[src/rtl/xy_mult_seq.sv]
// xy_mult_seq: bus-mapped sequential shift-add multiplier of (A+B)*(A-B) or A*B
module xy_mult_seq #(
  parameter int WIDTH = 16
) (
  input  logic                 CLK,
  input  logic                 RST_N,
  input  logic                 E,
  input  logic                 W,
  input  logic                 R,
  input  logic [1:0]           ADDR,
  input  logic [WIDTH-1:0]     D,
  output logic [2*WIDTH-1:0]   OUT,
  output logic                 BUSY,
  output logic                 DONE
);
  typedef enum logic [1:0] {IDLE, RUN, CMPL} state_t;
  localparam int CW = $clog2(WIDTH);
  state_t state;
  logic [WIDTH-1:0] a, b, x, y;
  logic [2*WIDTH-1:0] acc, result, term, rd;
  logic [CW-1:0] cnt;
  logic mode, start, last;
  assign start = E && W && ADDR == 2'd3 && D[0];
  assign last  = cnt == CW'(WIDTH - 1);
  // partial product for the multiplier bit handled this edge
  always_comb term = x[cnt] ? ({{WIDTH{1'b0}}, y} << cnt) : '0;
  // read mux sees pre-edge register values, so read-during-write returns old data
  always_comb rd = ADDR == 2'd0 ? {{WIDTH{1'b0}}, a} :
                   ADDR == 2'd1 ? {{WIDTH{1'b0}}, b} :
                   ADDR == 2'd2 ? result :
                   {{(2*WIDTH-3){1'b0}}, mode, DONE, BUSY};
  // bus registers, control FSM and shift-add datapath
  always_ff @(posedge CLK or negedge RST_N) begin
    if (!RST_N) begin
      state  <= IDLE;
      a      <= '0;
      b      <= '0;
      x      <= '0;
      y      <= '0;
      acc    <= '0;
      result <= '0;
      cnt    <= '0;
      mode   <= 1'b0;
      OUT    <= '0;
      BUSY   <= 1'b0;
      DONE   <= 1'b0;
    end else begin
      if (E && R) OUT <= rd;
      if (E && W && ADDR == 2'd0) a <= D;
      if (E && W && ADDR == 2'd1) b <= D;
      case (state)
        RUN: begin
          acc <= acc + term;
          cnt <= cnt + 1'b1;
          if (last) begin
            result <= acc + term;
            state  <= CMPL;
            BUSY   <= 1'b0;
            DONE   <= 1'b1;
          end
        end
        default: if (start) begin
          mode  <= D[1];
          x     <= D[1] ? a : a + b;
          y     <= D[1] ? b : a - b;
          acc   <= '0;
          cnt   <= '0;
          state <= RUN;
          BUSY  <= 1'b1;
          DONE  <= 1'b0;
        end
      endcase
    end
  end
endmodule

[config.mk]
export PLATFORM = sky130hd
export DESIGN_NAME = xy_mult_seq
export DESIGN_NICKNAME = d
export VERILOG_FILES = /design/src/rtl/xy_mult_seq.sv
export SDC_FILE = /design/constraint.sdc
export NUM_CORES = 1
export LEC_CHECK = 0
export ABC_AREA = 1
export CORE_MARGIN = 2
export CORE_UTILIZATION = 50
export DETAILED_ROUTE_END_ITERATION = 8
export HOLD_SLACK_MARGIN = 0.1
export PLACE_DENSITY_LB_ADDON = 0.2
export SLEW_MARGIN = 20
export SYNTH_ARGS = -nofsm -noshare
export SYNTH_HDL_FRONTEND = slang
export SYNTH_SLANG_ARGS = --single-unit
export TNS_END_PERCENT = 100
[constraint.sdc]
create_clock -name CLK -period 2.7 [get_ports CLK]
set_clock_uncertainty 0.05 [all_clocks]
set_input_delay 0.405 -clock CLK [delete_from_list [all_inputs] [get_ports CLK]]
set_output_delay 0.405 -clock CLK [all_outputs]
set_load 0.02 [all_outputs]
==> Yosys cells after proc, flatten, opt, wreduce, memory -nomap -nowiden <==
Index checks and enable logic that the tools add are counted.
Widths: inputs -> output; s select.
{ "classes": {"add_sub_neg": 4, "magnitude_cmp": 1, "n_eq_ne": 6, "shift": 1, "muxes": 21, "n_bitwise": 1, "reduce_logical": 11} }
{ "op_table": {"columns": ["op", "count"], "rows": [
  ["$mux 32", 6],
  ["$add 32x32->32", 1],
  ["$mux 16", 2],
  ["$shl 16x4->32", 1],
  ["$add 16x16->16", 1],
  ["$sub 16x16->16", 1],
  ["$mux 4", 2],
  ["$mux 1", 7],
  ["$logic_and 1x1->1", 6],
  ["$mux 2", 3],
  ["$reduce_and 2->1", 3],
  ["$lt 4x5->1 const B", 1],
  ["$add 4x1->4 const B", 1],
  ["$bmux 1 s4", 1],
  ["$eq 2x1->1 const B", 2],
  ["$eq 2x2->1 const B", 2],
  ["$eq 4x4->1 const B", 1],
  ["$logic_not 2->1", 1],
  ["$ne 2x2->1 const B", 1],
  ["$reduce_bool 2->1", 1],
  ["$not 1->1", 1]
]} }
{ "totals": {"ff_bits": 169, "inputBits": 23, "out_inout_bits": 34} }

==> Logic depth before layout (Yosys ltp) <==
{ "logic_depth": {"depth_word": 5, "ltp_mapped": 25} }

==> Worst setup path after synthesis <==
No wires, ideal clock.
{ "synth_path": {"path_type": "reg2reg", "from": "register cnt[2]", "to": "register result[12]", "setup_time_ns": 0.130, "arrival_ns": 2.553, "required_time_ns": 2.520, "slack_ns": -0.032, "stages_incl_launch_ff": 15, "n_path_buf": 2, "synth_period_minus_slack_ns": 2.732, "cell_sequence": "dfrtp_1 -> buf_2 -> clkbuf_1 -> nor2_1 -> nand3_1 -> inv_1 -> ha_1 -> fa_1 -> nand3_1 -> nand3_1 -> nand3_1 -> nand3_1 -> or2_2 -> nand3_1 -> o21ai_0"} }
{ "synth_between": {"elab_chain_cells": 4, "elab_cells_between_ends": 7, "cone_classes": "add/sub (1); eq/ne (1); shift (1); mux (3); reduce/logical (1)"} }
{ "synth_lines": {"columns": ["item", "line_no", "source"], "rows": [
  ["from (decl)", "21", "logic [CW-1:0] cnt;"],
  ["from (signal assigned)", "54", "cnt <= cnt + 1'b1;"],
  ["$bmux 1 s4", "26", "always_comb term = x[cnt] ? ({{WIDTH{1'b0}}, y} << cnt) : '0;"],
  ["$mux 1 (not written as such)", "26", null],
  ["$mux 32", "26", null],
  ["$add 32x32->32", "56", "result <= acc + term;"],
  ["to (signal assigned)", "56", null],
  ["to (decl)", "20", "logic [2*WIDTH-1:0] acc, result, term, rd;"]
]} }
Parallel ways exist; a longest one is shown, timed or not. The select of a mux whose other input is x is not followed.
A chain may end at the register's enable or synchronous reset.

==> Worst setup path in the final report <==
{ "layout_path": {"from": "register cnt[0]", "to": "register result[10]"} }
The elaborated chain is that of the path after synthesis.

==> flow_summary.toml <==
[setup_path]
cp_num_buf_inv = 4
critPathKind = "flop to flop"
crit_required_ns = 3.00
crit_path_frequent_cell = "nand2_1"
path_cells = "buf_4 -> clkbuf_16 -> o21ai_1 -> nand2_1 -> nand2_1 -> nand2_1 -> a21boi_2 -> inv_1 -> nor2_2 -> ha_4 -> nand2_2 -> nor2_1 -> nand3_1 -> nand3b_1 -> xor2_1 -> buf_4 -> nand2_1 -> o21ai_0"
cp_data_arrival_time_ns = 3.49
worstSetupStartpointType = "flop"
crit_fanout = 6
slowest_delay_ns = 0.47
crit_start = "cnt[0]"
critical-path-top-delay-family = "simple AND/OR/NAND/NOR gates"
crit_path_end_kind = "flop"
reg2reg_depth = 18
slowest_stage = "dfrtp_2"
rr_startpoint = "cnt[0]"
timing.rr.end = "result[10]"
reg2reg_slack_ns = -0.49

[timing]
finalSetupTns_ns = -21.63
rsz0062_at_grt = "yes"
final_hold_viol_count = 0
worst_slack_ns = -0.491
report.final.slew_viol_count = 0
finalSetupViolCount = 58
relSlewSlack = 0.628
fmax_mhz = 313
period_needed_ns = 3.19
fin_crit_sh = 1.18
tightest_slew_ns = 0.558

[detailed_routing]
postRouteAntennaNets = 0
routed_via_density = 5.52
dr_total_vias = 13100
drc = 0
first_pass_iters = 7
drt_iter0_drc = 1284
totalWireLength_microns = 44700
wl_per_cell_microns = 18.8

[cts]
clkLatencyLatePin_ns = 0.44
cts_sinks = 167
clock_path_buffers = 2
clkTransAtPathRegs_ns = 0.08
htreeDepth = 4
cts_tree = "built"
cts_root_buffer = "clkbuf_16"
cts_inserted_buffers = 17

[place]
dp_worst_setup_slack_ns = -0.597
numPortBuffers = 56
dpl.hpwl_microns = 31700
gp_congestion = 1.02

[grt]
grt_antenna_before_repair = 3
grt_max_degree = 55
track_usage = 0.348
overflow = 0
grt_pass1_vias = 12000
grt_pass1_wl_microns = 66500

[synthesis]
netlist_area_sq_um = 12000
ys_top_cells_by_count = "nand2_1, inv_1, dfrtp_1"
ys_ff_latch = 167
synth_top_area_share = 0.349
ys.flop_type = "dfrtp_1"
synth_area_leader_cell = "dfrtp_1"
yosysUniqueCellTypes = 48
syn_area_per_cell_sq_um = 6.58
syn_inst = 1818
synth_area_leaders = "dfrtp_1, nand2_1, inv_1"
synth-edff-count = 0
synth_seq_area_share = 0.349
async_flop_share = 1.00
yosysMostFrequentCell = "nand2_1"
synth_nets = 1906
yosys_warnings = 0

[floorplanning]
rows = 56
start_util = 0.510
die_w_microns = 159
core_sq_um = 23500
die_h_microns = 159
dieArea_sq_um = 25200
pin_count = 57

[min_path]
min_path_cells = 2
worstHoldStart = "result[0]"
holdPathEnd = "result[0]"
worstHoldPathType = "flop to flop"

[final_layout]
final_util = 0.708
layout-drive-gt1-share = 0.283
multi_input_area_sq_um = 8000
syn2layout_area_growth_pct = 38.9
nFillCells = 1868
nets = 2134
seq_area_sq_um = 4180

[outcome]
violations = "negative setup slack"
status = "complete, but fails checks"

[flow_run]
drv_cap = 0

[power]
p_per_area_nw_per_um2 = 1350
p_leak_nw = 8.84
vdd_drop_max_v = 0.000986
==> worst max-delay path by stage <==
stage | end | slack (ns) | cells after the start
after floorplan | result[12] | 0.009 | 20
after global placement | result[22] | -0.58 | 22
after detailed placement | acc[15] | -0.60 | 22
after CTS | acc[21] | -0.31 | 25
after global routing | result[10] | -0.62 | 18
final | result[10] | -0.49 | 18
==> power by group <==
| group | leakage [nW] | switching [mW] | internal (mW) |
|---|---|---|---|
| Combinational | 6.39 | 8.88 | 6.67 |
| Sequential | 2.14 | 0.779 | 3.36 |
| Clock | 0.311 | 1.34 | 1.37 |
==> through the flow <==
stage               instances  cell area [sq um]  hold slack, ns  total power, mW
CTS                      2364              15800           0.429             20.1
floorplan                1818              12000          0.0594             10.3
finish                   2379              16600           0.427             22.4
global route             2378              16600           0.451             23.6
detailed placement       2315              14100           0.354             15.0
global placement         2315              14100           0.351             14.9
==> per-layer routing <==
layer / up-vias / GRT usage / routed length, microns
met1: 6292 / 0.537 / 20200
met4: 2 / 0.0819 / 856
met3: 69 / 0.0610 / 4290
met2: 588 / 0.505 / 19300
met5: - / 0 / 13
li1: 6189 / - / -
==> cell usage in the layout (no fill, tap or decap), drive strengths merged, types with 17 or more instances in the layout <==
cell type / Yosys / routed
ha: 62 / 62
clkbuf: 27 / 18
nand2: 670 / 670
nor2: 114 / 114
o22ai: 26 / 26
clkdlybuf4s50: 0 / 55
nand3: 116 / 116
inv: 279 / 284
xor2: 17 / 17
o21ai: 136 / 136
buf: 35 / 214
dfrtp: 167 / 167
a21oi: 76 / 76
==> layout make-up <==
cell class,count,share of cell area
antenna,1,0.000151
timing repair buffer,271,0.140
sequential,167,0.252
clock buffer,17,0.0256
multi-input combinational,1309,0.481
inverter,280,0.0638
clock inverter,15,0.0132
tap,319,0.0240
==> repair_timing <==
item | in CTS | in global routing
endpoints found under the setup margin | 58 | 58
hold buffers | 1 | 0
pin swaps | 54 | 110
gates cloned | 1 | 1
gates resized for setup | 233 | 208
hold endpoints to repair | 50 | 0
buffers inserted | 16 | 13
==> worst register-to-register path: stages, from the launching register on <==
cell and delay, ns:
dfrtp_2 0.47, buf_4 0.18, clkbuf_16 0.15, o21ai_1 0.26
nand2_1 0.13, nand2_1 0.12, nand2_1 0.05, a21boi_2 0.16
inv_1 0.07, nor2_2 0.05, ha_4 0.32, nand2_2 0.11
nor2_1 0.16, nand3_1 0.10, nand3b_1 0.18, xor2_1 0.25
buf_4 0.17, nand2_1 0.05, o21ai_0 0.09
==> cells by family (layout without fill, tap and decap cells) <==
kind of cell / Yosys count / after routing / synth area share
and+or+nand+nor: 942 / 942 / 0.319
muxes: 2 / 2 / 0.00167
buffers and inverters: 342 / 583 / 0.113
AOI/OAI and AO/OA: 280 / 280 / 0.132
adders and majority gates: 65 / 65 / 0.0699
DFF: 167 / 167 / 0.349
xor gates and xnor gates: 20 / 20 / 0.0146
other: 0 / 1 / 0
==> state kept, by name (all words and copies together) (netlist names), 4 cells and up <==
name and cells:
b 16, a 16, OUT 32, x 16
acc 32, cnt 4, result 32, y 16
Power figures use the tool's default switching activity.
